[src/rtl/riscv_mdu_divider.sv]
// riscv_mdu_divider: multi-cycle radix-2 restoring DIV/DIVU/REM/REMU unit with tag pass-through.
// Define DIV_EARLY_OUT_EN to let divide-by-zero and signed overflow skip the iteration phase.
module riscv_mdu_divider #(
  parameter int WIDTH = 32,
  parameter int TAG_W = 5
) (
  input  logic             clk,
  input  logic             rst,
  input  logic             flush,
  input  logic             start,
  input  logic [1:0]       op,
  input  logic [WIDTH-1:0] dividend,
  input  logic [WIDTH-1:0] divisor,
  input  logic [TAG_W-1:0] tag_in,
  output logic             busy,
  output logic             valid,
  output logic [WIDTH-1:0] result,
  output logic [TAG_W-1:0] tag_out
);
  localparam int CW = $clog2(WIDTH);
  typedef enum logic [1:0] {IDLE, CALC, FIX} state_t;
  state_t           state;
  logic [WIDTH-1:0] a_mag, b_mag, quo, rem;
  logic [CW-1:0]    cnt;
  logic             is_rem, qneg, rneg, div0;
  logic [TAG_W-1:0] tag_q;
  logic             sgn, a_neg, b_neg, skip;
  logic [WIDTH-1:0] a_abs, b_abs, q_fix, r_fix;
  logic [WIDTH:0]   trial;
  assign sgn   = ~op[0];
  assign a_neg = sgn & dividend[WIDTH-1];
  assign b_neg = sgn & divisor[WIDTH-1];
  assign a_abs = a_neg ? -dividend : dividend;
  assign b_abs = b_neg ? -divisor : divisor;
  assign trial = {rem, quo[WIDTH-1]} - {1'b0, b_mag};
  // Re-applying the dividend sign to its magnitude restores the original operand for the div-by-zero remainder.
  assign q_fix = div0 ? '1 : (qneg ? -quo : quo);
  assign r_fix = div0 ? (rneg ? -a_mag : a_mag) : (rneg ? -rem : rem);
`ifdef DIV_EARLY_OUT_EN
  // Overflow needs no override: magnitude 100..0 divided by 1 with positive sign already yields 100..0 rem 0.
  assign skip = (divisor == '0) | (sgn & (dividend == {1'b1, {(WIDTH-1){1'b0}}}) & (&divisor));
`else
  assign skip = 1'b0;
`endif
  always_ff @(posedge clk) begin
    if (rst) begin
      state   <= IDLE;
      busy    <= 1'b0;
      valid   <= 1'b0;
      result  <= '0;
      tag_out <= '0;
    end else begin
      valid <= 1'b0;
      if (flush) begin
        state <= IDLE;
        busy  <= 1'b0;
      end else begin
        case (state)
          IDLE: if (start) begin
            a_mag  <= a_abs;
            b_mag  <= b_abs;
            quo    <= a_abs;
            rem    <= '0;
            cnt    <= CW'(WIDTH-1);
            is_rem <= op[1];
            qneg   <= a_neg ^ b_neg;
            rneg   <= a_neg;
            div0   <= divisor == '0;
            tag_q  <= tag_in;
            busy   <= 1'b1;
            state  <= skip ? FIX : CALC;
          end
          CALC: begin
            rem <= trial[WIDTH] ? {rem[WIDTH-2:0], quo[WIDTH-1]} : trial[WIDTH-1:0];
            quo <= {quo[WIDTH-2:0], ~trial[WIDTH]};
            cnt <= cnt - 1'b1;
            if (cnt == '0) state <= FIX;
          end
          FIX: begin
            result  <= is_rem ? r_fix : q_fix;
            tag_out <= tag_q;
            valid   <= 1'b1;
            busy    <= 1'b0;
            state   <= IDLE;
          end
          default: state <= IDLE;
        endcase
      end
    end
  end
endmodule

[config.mk]
export PLATFORM = sky130hd
export DESIGN_NAME = riscv_mdu_divider
export DESIGN_NICKNAME = d
export VERILOG_FILES = /design/src/rtl/riscv_mdu_divider.sv
export SDC_FILE = /design/constraint.sdc
export NUM_CORES = 1
export LEC_CHECK = 0
export BUFFER_PORTS_ARGS = -buffer_cell sky130_fd_sc_hd__buf_4
export CORE_MARGIN = 2
export CORE_UTILIZATION = 55
export DETAILED_ROUTE_END_ITERATION = 16
export GPL_TIMING_DRIVEN = 0
export PLACE_DENSITY = 0.85
export SLEW_MARGIN = 5
export SYNTH_ARGS = -nofsm -noshare
export SYNTH_HDL_FRONTEND = slang
export SYNTH_SLANG_ARGS = --single-unit
[constraint.sdc]
create_clock -name clk -period 24.5 [get_ports clk]
set_input_delay 4.9 -clock clk [delete_from_list [all_inputs] [get_ports clk]]
set_output_delay 4.9 -clock clk [all_outputs]
set_load 0.005 [all_outputs]
# After elaboration in Yosys (flattened, before gate mapping)
# Cells that the tools add are included.
# W data, S select, Z words.
[op_classes]
bitwise_logic = 7
multipliers = 0
reduce_logical = 11
n_eq_ne = 4
mux = 21
add_sub_neg = 7
n_div = 0
order_cmp = 0
shifts = 0
[op_table]
columns = ["operator", "n"]
rows = [
  ["$mux W32", 11],
  ["$neg A32 Y32", 5],
  ["$pmux W32 S2", 2],
  ["$sub A33 B32 Y33", 1],
  ["$logic_not A32 Y1", 1],
  ["$pmux W5 S2", 1],
  ["$reduce_and A4 Y1", 2],
  ["$reduce_and A2 Y1", 3],
  ["$logic_not A5 Y1", 1],
  ["$mux W5", 1],
  ["$sub A5 B1 Y5 const B", 1],
  ["$mux W2", 2],
  ["$ne A2 B2 Y1 const B", 2],
  ["$not A1 Y1", 4],
  ["$pmux W2 S2", 1],
  ["$reduce_bool A2 Y1", 2],
  ["$and A1 B1 Y1", 2],
  ["$eq A2 B1 Y1 const B", 1],
  ["$eq A2 B2 Y1 const B", 1],
  ["$logic_not A2 Y1", 1],
  ["$mux W1", 2],
  ["$pmux W1 S2", 1],
  ["$reduce_or A2 Y1", 1],
  ["$xor A1 B1 Y1", 1],
]
[totals]
ramBits = 0
ff_bits = 183
mem_bits_ro = 0
latch_bits = 0
in_bits = 75
memories = 0

# Longest topological paths before layout
# Gate-level depths: netlist of the first run.
[depth]
ltp_word = 5
depth_mapped = 14

# Worst setup path after synthesis of the first run
# Ideal clock, no wire load.
[synth_path]
path_type = "input -> register"
from = "input flush"
to = "register a_mag[0], enable pin"
t_arrival_ps = 10677
setup_slack_ps = 13214
path_stages = 2
cell_sequence = "or3_1 nor3b_1"
[synth_between]
elab_chain_cells = 2
[synth_rtl]
columns = ["element", "line", "rtl"]
rows = [
  ["from (decl)", "9", "input logic flush,"],
  ["$not A1 Y1 (no source line)", "n/a", ""],
  ["$reduce_and A4 Y1 (no source line)", "n/a", ""],
  ["to (signal assigned)", "60", "a_mag <= a_abs;"],
  ["to (decl)", "23", "logic [WIDTH-1:0] a_mag, b_mag, quo, rem;"],
]
# Every way passes these cells.
# A chain may end at the register's enable or synchronous reset.

# Worst setup path in the final report of the first run
[layout_path]
from = "input dividend[4]"
to = "register quo[29] (data pin)"
[layout_between]
elab_chain_cells = 4
[layout_rtl]
columns = ["element", "line", "rtl"]
rows = [
  ["from (decl)", "12", "input logic [WIDTH-1:0] dividend,"],
  ["$neg A32 Y32", "33", "assign a_abs = a_neg ? -dividend : dividend;"],
  ["$mux W32", "33", ""],
  ["net a_abs[29]", "28", "logic [WIDTH-1:0] a_abs, b_abs, q_fix, r_fix;"],
  ["$mux W32", "59", "IDLE: if (start) begin"],
  ["$pmux W32 S2", "58", "case (state)"],
  ["to (signal assigned)", "62", "quo <= a_abs;"],
  ["to (signal assigned)", "75", "quo <= {quo[WIDTH-2:0], ~trial[WIDTH]};"],
  ["to (decl)", "23", ""],
]
# The timed path passes the listed nets, and every way through them passes these cells. The select of a mux whose other input is x is not followed.

==> insert_results.sql, run 1 <==
INSERT INTO impl_metrics (metric_group, metric, value, unit) VALUES
('routing', 'dr.pass1.iters', '5', ''),
('timing', 'unrepaired_setup_endpoints_after_global_routing', 'no', ''),
('synth', 'postSynthNetCount', '1466', ''),
('critical_path', 'cp_num_buf_inv', '1', ''),
('global_routing', 'grt_start_max_net_pins', '33', ''),
('timing', 'timing.final.crit_period', '7.366', 'ns'),
('power_and_ir_drop', 'clkPwrFrac', '37.1', '%'),
('clock_tree', 'cts_hold_buf', '0', ''),
('floorplan', 'coreArea', '21960', 'µm²'),
('timing', 'timing.slew.headroom', '33.39', '%'),
('floorplan', 'start_util', '56.49', '%'),
('synth', 'syn_area', '12400', 'µm²'),
('power_and_ir_drop', 'p_per_area', '52.63', 'nW/µm²'),
('status', 'status', 'complete, no violations', ''),
('clock_tree', 'clockRootBuffer', 'sky130_fd_sc_hd__clkbuf_16', ''),
('critical_path', 'setup.worst_path.start', 'dividend[4]', ''),
('routing', 'wl_per_cell', '20.59', 'µm'),
('synth', 'synth_warnings', '0', ''),
('hold_path', 'hp-class', 'reg2reg', ''),
('global_routing', 'first_pass_grt_wire_length', '57480', 'µm'),
('critical_path', 'worst_r2r_startpoint', 'rem[11]', ''),
('layout', 'nNetsFinal', '1607', ''),
('timing', 'fmax', '135.8', 'MHz'),
('power_and_ir_drop', 'power.total', '754.0', 'µW'),
('global_routing', 'first_global_vias', '10647', ''),
('power_and_ir_drop', 'combinationalPowerShare', '15.6', '%'),
('clock_tree', 'numClockSinks', '183', ''),
('routing', 'vias_per_cell', '6.320', ''),
('global_routing', 'grt-ovfl-total', '0', ''),
('global_routing', 'number_of_antenna_violations_at_the_first_check_in_global_routing', '0', ''),
('routing', 'detailedRoute.firstIterationViolations', '1502', ''),
('clock_tree', 'cts.path.max_buffers', '2', ''),
('clock_tree', 'tritoncts', 'yes', ''),
('timing', 'min_period_over_period', '30.07', '%'),
('floorplan', 'die_w', '154.2', 'µm'),
('place', 'place.gp.congestion', '0.9634', ''),
('routing', 'drcViolationCount', '0', ''),
('layout', 'layout_commonest_cell', 'sky130_fd_sc_hd__nor2_1', ''),
('critical_path', 'cp_data_required_time', '24.71', 'ns'),
('critical_path', 'critical_path_cell_sequence', 'buf_4 > or4_4 > nor4_4 > nand3_1 > or4_1 > or2_1 > nor4_1 > nor2_1 > xor2_1 > mux2_2', ''),
('routing', 'detail_route.wirelength', '36760', 'µm'),
('layout', 'area_overhead_vs_synth', '15.50', '%'),
('clock_tree', 'cts.reportedPaths.clkPinSlew', '0.08', 'ns'),
('power_and_ir_drop', 'switching_share', '29.54', '%'),
('floorplan', 'ios', '114', ''),
('critical_path', 'critical-path-max-stage-delay', '0.57', 'ns'),
('synth', 'synth-seq-area-share', '40.99', '%'),
('critical_path', 'crit_path_end_kind', 'flip-flop', ''),
('timing', 'clock-skew-final', '0.01077', 'ns'),
('critical_path', 'timing.critical_path.from_type', 'input pin', ''),
('critical_path', 'worst-setup-path-type', 'in2reg', ''),
('timing', 'finalSetupViolations', '0', ''),
('power_and_ir_drop', 'cellInternalPower', '531.3', 'µW'),
('clock_tree', 'insertion_delay', '0.45', 'ns'),
('layout', 'mostFrequentLayoutCells', 'sky130_fd_sc_hd__nor2_1 (157), sky130_fd_sc_hd__edfxtp_1 (142), sky130_fd_sc_hd__nand2_1 (123)', ''),
('synth', 'post_synth_num_cell_types', '72', ''),
('layout', 'insertedDiodeCount', '0', ''),
('synth', 'synth_register_bits', '183', ''),
('floorplan', 'die_h', '154.2', 'µm'),
('floorplan', 'floorplan.rows', '54', ''),
('synth', 'synthCells', '1351', ''),
('critical_path', 'regToRegSetupSlack', '20.30', 'ns'),
('critical_path', 'timing.reg2reg.worst_path_depth', '12', ''),
('critical_path', 'worstSetupEndpoint', 'quo[29]', ''),
('power_and_ir_drop', 'worst_ir_drop_on_vdd', '37.25', 'µV'),
('critical_path', 'rr_endpoint', 'rem[14]', ''),
('critical_path', 'worst-path-max-fanout', '6', ''),
('place', 'number_of_buffers_inserted_by_port_buffering', '113', ''),
('power_and_ir_drop', 'power_frac_seq', '47.3', '%'),
('clock_tree', 'cts-buffers-inserted', '17', ''),
('clock_tree', 'h-tree-depth', '4', '');
==> worst min-delay path, cell delays in order, from the launching register on <==
cell	delay [ns]
sky130_fd_sc_hd__dfxtp_1	0.31
sky130_fd_sc_hd__nand2_1	0.05
sky130_fd_sc_hd__a21oi_1	0.05
==> stage by stage <==
step	std cells	hold slack (ns)	worst slack (ns)	cell area (µm²)	util [%]
2_1_floorplan	1351	0.4388	13.21	12400	-
3_3_place_gp	1744	0.4437	10.36	13600	61.95
3_5_place_dp	1753	0.4485	16.64	13720	62.50
4_1_cts	1785	0.4595	17.15	14330	65.25
5_1_grt	1785	0.4843	16.92	14330	65.25
6_report	1785	0.4585	17.13	14330	65.25
==> power groups by stage <==
stage | combinational, mW | clock [mW] | sequential (mW)
floorplan | 0.0744 | 0 | 0.360
global placement | 0.109 | 0 | 0.364
detailed placement | 0.114 | 0 | 0.363
CTS | 0.115 | 0.280 | 0.356
global route | 0.128 | 0.291 | 0.357
finish | 0.117 | 0.280 | 0.356
==> worst min-delay path by stage <==
| stage | start | to | slack (ns) | depth (start not counted) |
|---|---|---|---|---|
| 5_1_grt | result[22] | result[22] | 0.48 | 2 |
| 6_report | result[8] | result[8] | 0.46 | 2 |
| 2_1_floorplan | result[27] | result[27] | 0.44 | 2 |
| 3_5_place_dp | tag_out[3] | tag_out[3] | 0.45 | 2 |
| 3_3_place_gp | tag_out[2] | tag_out[2] | 0.44 | 2 |
| 4_1_cts | tag_out[3] | tag_out[3] | 0.46 | 2 |
==> per-layer routing <==
layer  track usage [%]  share of wire (%)  vias up
met1             42.84                 42     5355
met2             49.71                 46      635
met4             9.568                2.5        0
met5                 0                  0        -
met3             6.136                 10       71
li1                  -                  -     5221
==> logic make-up after synthesis <==
group,share of synthesized area [%]
buf+inv,4.035
flops,40.99
mux,2.411
compound gates,18.58
simple gates,17.81
fa+ha+maj,4.095
xor+xnor,12.07
==> area by class of cell <==
cell class	count	area (µm²)	area share, %
repair buffers	122	955.9	6.672
inverters	64	240.2	1.677
flip-flops and latches	183	5085	35.49
multi-input cells	1038	6832	47.68
well taps	280	350.3	2.445
clock buffers	17	425.4	2.969
plain buffers	66	260.3	1.816
clock inverters	15	178.9	1.249
==> flip-flops by register name (all words and copies together) (netlist names) <==
name,count
cnt,5
rem,32
busy,1
qneg,1
div0,1
state,2
tag_q,5
tag_out,5
a_mag,32
quo,32
valid,1
rneg,1
is_rem,1
b_mag,32
result,32
==> synthesized netlist by cell type, types with 6 or more instances <==
cell type	instances	area (µm²)
sky130_fd_sc_hd__a211oi_1	8	60.06
sky130_fd_sc_hd__o21a_1	14	105.1
sky130_fd_sc_hd__or4_4	7	78.83
sky130_fd_sc_hd__nor2b_1	10	62.56
sky130_fd_sc_hd__xnor2_1	87	762.0
sky130_fd_sc_hd__or4_1	19	142.6
sky130_fd_sc_hd__nand2b_1	13	81.33
sky130_fd_sc_hd__clkbuf_1	55	206.5
sky130_fd_sc_hd__xor2_1	84	735.7
sky130_fd_sc_hd__a221oi_1	12	105.1
sky130_fd_sc_hd__dfxtp_1	41	820.8
sky130_fd_sc_hd__o21ai_0	76	380.4
sky130_fd_sc_hd__a221o_1	8	80.08
sky130_fd_sc_hd__edfxtp_1	142	4264
sky130_fd_sc_hd__inv_1	64	240.2
sky130_fd_sc_hd__nand4_1	8	50.05
sky130_fd_sc_hd__mux2i_1	22	220.2
sky130_fd_sc_hd__or3_1	12	75.07
sky130_fd_sc_hd__and2_1	11	68.82
sky130_fd_sc_hd__buf_2	7	35.03
sky130_fd_sc_hd__ha_1	39	488.0
sky130_fd_sc_hd__nand3_1	19	95.09
sky130_fd_sc_hd__a21oi_1	95	475.5
sky130_fd_sc_hd__a21o_1	16	120.1
sky130_fd_sc_hd__nor2_1	158	593.1
sky130_fd_sc_hd__o41ai_1	21	183.9
sky130_fd_sc_hd__a31oi_1	7	43.79
sky130_fd_sc_hd__o221ai_1	9	78.83
sky130_fd_sc_hd__nor3_1	21	105.1
sky130_fd_sc_hd__a22o_1	6	52.55
sky130_fd_sc_hd__nand2_1	123	461.7
sky130_fd_sc_hd__nor4_1	12	75.07
sky130_fd_sc_hd__o31ai_1	32	240.2
sky130_fd_sc_hd__and3_1	9	56.30
No activity file was read; power rests on OpenSTA's default activity.
==> inputs of run 2 (changes only) <==
- clock period: 24.5 -> 7.15 ns (I/O delays scaled with it)
==> run 2 against run 1 <==
Clock skew increased by 0.0072 ns. Worst hold slack got worse by 0.0039 ns. Largest power group unchanged. Global-route usage fell by 0.18 points.
==> insert_results.sql, run 2 (synthesis gave the netlist of run 1 again) <==
INSERT INTO impl_metrics (metric_group, metric, value, unit) VALUES
('routing', 'vias_per_cell', '6.282', ''),
('clock_tree', 'tritoncts', 'yes', ''),
('clock_tree', 'post_cts_resized', '0', ''),
('global_routing', 'grt_start_max_net_pins', '34', ''),
('floorplan', 'coreArea', '21960', 'µm²'),
('global_routing', 'first_global_vias', '10625', ''),
('critical_path', 'timing.critical_path.from_type', 'flip-flop', ''),
('clock_tree', 'numClockSinks', '183', ''),
('critical_path', 'worst-path-max-fanout', '10', ''),
('timing', 'fmax', '234.3', 'MHz'),
('power_and_ir_drop', 'worst_ir_drop_on_vdd', '107.6', 'µV'),
('layout', 'layout_commonest_cell', 'sky130_fd_sc_hd__nor2_1', ''),
('global_routing', 'number_of_antenna_violations_at_the_first_check_in_global_routing', '0', ''),
('critical_path', 'arrival', '4.56', 'ns'),
('routing', 'antenna_violating_nets_post_route', '0', ''),
('power_and_ir_drop', 'power_frac_seq', '47.3', '%'),
('clock_tree', 'cts.path.max_buffers', '2', ''),
('floorplan', 'start_util', '56.49', '%'),
('place', 'number_of_buffers_inserted_by_port_buffering', '113', ''),
('hold_path', 'hp-class', 'reg2reg', ''),
('floorplan', 'floorplan.rows', '54', ''),
('global_routing', 'track_usage', '30.85', '%'),
('power_and_ir_drop', 'power.total', '2.583', 'mW'),
('critical_path', 'cp_data_required_time', '7.44', 'ns'),
('clock_tree', 'clockRootBuffer', 'sky130_fd_sc_hd__clkbuf_16', ''),
('status', 'status', 'complete, no violations', ''),
('layout', 'insertedDiodeCount', '0', ''),
('routing', 'wl_per_cell', '20.39', 'µm'),
('routing', 'drcViolationCount', '0', ''),
('layout', 'final_area', '14330', 'µm²'),
('layout', 'area_overhead_vs_synth', '15.55', '%'),
('timing', 'timing.setup.tns', '0', 'ns'),
('power_and_ir_drop', 'power_switching', '760.8', 'µW'),
('clock_tree', 'insertion_delay', '0.46', 'ns'),
('clock_tree', 'cts_hold_buf', '0', ''),
('floorplan', 'die_h', '154.2', 'µm'),
('layout', 'mostFrequentLayoutCells', 'sky130_fd_sc_hd__nor2_1 (157), sky130_fd_sc_hd__edfxtp_1 (142), sky130_fd_sc_hd__nand2_1 (123)', ''),
('layout', 'proportion_of_layout_cells_with_a_drive_suffix_above_1', '12.52', '%'),
('timing', 'timing.slew.headroom', '28.54', '%'),
('power_and_ir_drop', 'cellInternalPower', '1.822', 'mW'),
('floorplan', 'die_area', '23770', 'µm²'),
('routing', 'wirelength_met1', '15360', 'µm'),
('layout', 'finalNonFillerCells', '1782', ''),
('timing', 'clock-skew-final', '0.01799', 'ns'),
('routing', 'dr.pass1.iters', '5', ''),
('clock_tree', 'cts-buffers-inserted', '17', ''),
('job', 'drv.max_cap_violation_count', '0', ''),
('critical_path', 'worst-setup-path-type', 'reg2reg', ''),
('clock_tree', 'cts.reportedPaths.clkPinSlew', '0.07', 'ns'),
('clock_tree', 'h-tree-depth', '4', ''),
('critical_path', 'crit_path_end_kind', 'flip-flop', ''),
('place', 'detailed_place_hpwl', '28430', 'µm'),
('routing', 'detail_route.wirelength', '36340', 'µm'),
('critical_path', 'timing.reg2reg.worst_path_depth', '12', ''),
('layout', 'nNetsFinal', '1604', ''),
('clock_tree', 'postCtsSetupRepairBufs', '0', ''),
('routing', 'dr.max_layer_used', 'met4', ''),
('routing', 'vias', '11195', ''),
('timing', 'min_period_over_period', '59.68', '%'),
('power_and_ir_drop', 'p_per_area', '180.2', 'nW/µm²'),
('power_and_ir_drop', 'switching_share', '29.46', '%'),
('global_routing', 'first_pass_grt_wire_length', '57390', 'µm'),
('timing', 'unrepaired_setup_endpoints_after_global_routing', 'no', ''),
('timing', 'timing.final.crit_period', '4.267', 'ns'),
('hold_path', 'hold_depth', '2', ''),
('timing', 'max_slew.worst_pin.slew', '1.070', 'ns'),
('routing', 'routed-wl-met2', '16110', 'µm'),
('routing', 'route.met3.wl', '3573', 'µm'),
('timing', 'finalSetupViolations', '0', ''),
('power_and_ir_drop', 'combinationalPowerShare', '15.6', '%'),
('place', 'place.gp.congestion', '0.9797', ''),
('timing', 'finalHoldViolCount', '0', ''),
('timing', 'final-max-slew-violation-count', '0', ''),
('global_routing', 'grt-ovfl-total', '0', ''),
('place', 'numPlacedInstances', '1750', ''),
('floorplan', 'ios', '114', ''),
('place', 'instance_area_after_placement', '13730', 'µm²'),
('routing', 'detailedRoute.firstIterationViolations', '1513', ''),
('power_and_ir_drop', 'clkPwrFrac', '37.1', '%'),
('power_and_ir_drop', 'p_leak', '5.490', 'nW'),
('floorplan', 'die_w', '154.2', 'µm');
## run 2: changes by cell type in the layout (fill, tap and decap cells not counted), sizes merged
cell / delta
buf: -3
clkinv: -2
inv: +2
## run 2: routing by layer
| metal | vias to the layer above | track usage [%] |
|---|---|---|
| li1 | 5230 | - |
| met1 | 5272 | 43.86 |
| met2 | 611 | 47.51 |
| met3 | 82 | 4.679 |
| met4 | 0 | 12.64 |
| met5 | - | 0 |
## run 2: power by group through the flow
stage                     combinational [mW]  clock, mW  sequential (mW)
after floorplan                        0.255          0             1.23
after global placement                 0.374          0             1.25
after detailed placement               0.393          0             1.24
after CTS                              0.397      0.962             1.22
after global routing                   0.441      0.998             1.22
final                                  0.403      0.959             1.22
## run 2: stage by stage
stage | hold WS, ns | setup WS [ns] | utilization, %
2_1_floorplan | 0.4388 | 1.893 | -
3_3_place_gp | 0.4352 | 0.3241 | 61.97
5_1_grt | 0.4831 | 2.672 | 65.28
4_1_cts | 0.4532 | 3.031 | 65.28
6_report | 0.4546 | 2.883 | 65.28
3_5_place_dp | 0.4420 | 2.795 | 62.52
## run 2: worst max-delay path: stages, from the launching register on
cell                        delay, ns
sky130_fd_sc_hd__edfxtp_1        0.52
sky130_fd_sc_hd__ha_1            0.32
sky130_fd_sc_hd__clkbuf_1        0.19
sky130_fd_sc_hd__and3_1          0.23
sky130_fd_sc_hd__a221o_1         0.31
sky130_fd_sc_hd__a221oi_1        0.55
sky130_fd_sc_hd__a211o_1         0.26
sky130_fd_sc_hd__a21boi_1        0.09
sky130_fd_sc_hd__nand4bb_1       0.40
sky130_fd_sc_hd__nand3_1         0.23
sky130_fd_sc_hd__clkbuf_1        0.50
sky130_fd_sc_hd__o21ai_0         0.29
sky130_fd_sc_hd__a21oi_1         0.21
## run 2: layout make-up
cell class | instances | area [µm²]
Tap cell | 280 | 350.3
Inverter | 64 | 240.2
Buffer | 66 | 260.3
Fill cell | 1736 | 7625
Clock inverter | 15 | 178.9
Timing Repair Buffer | 119 | 955.9
Clock buffer | 17 | 425.4
Sequential cell | 183 | 5085
Multi-Input combinational cell | 1038 | 6838
## run 2: worst paths after layout
check | end | startpoint | slack (ns)
setup reg to reg | rem[27] | rem[11] | 2.88
setup / recovery | rem[27] | rem[11] | 2.88
hold reg to reg | tag_out[4] | tag_out[4] | 0.45
hold / removal | tag_out[4] | tag_out[4] | 0.45
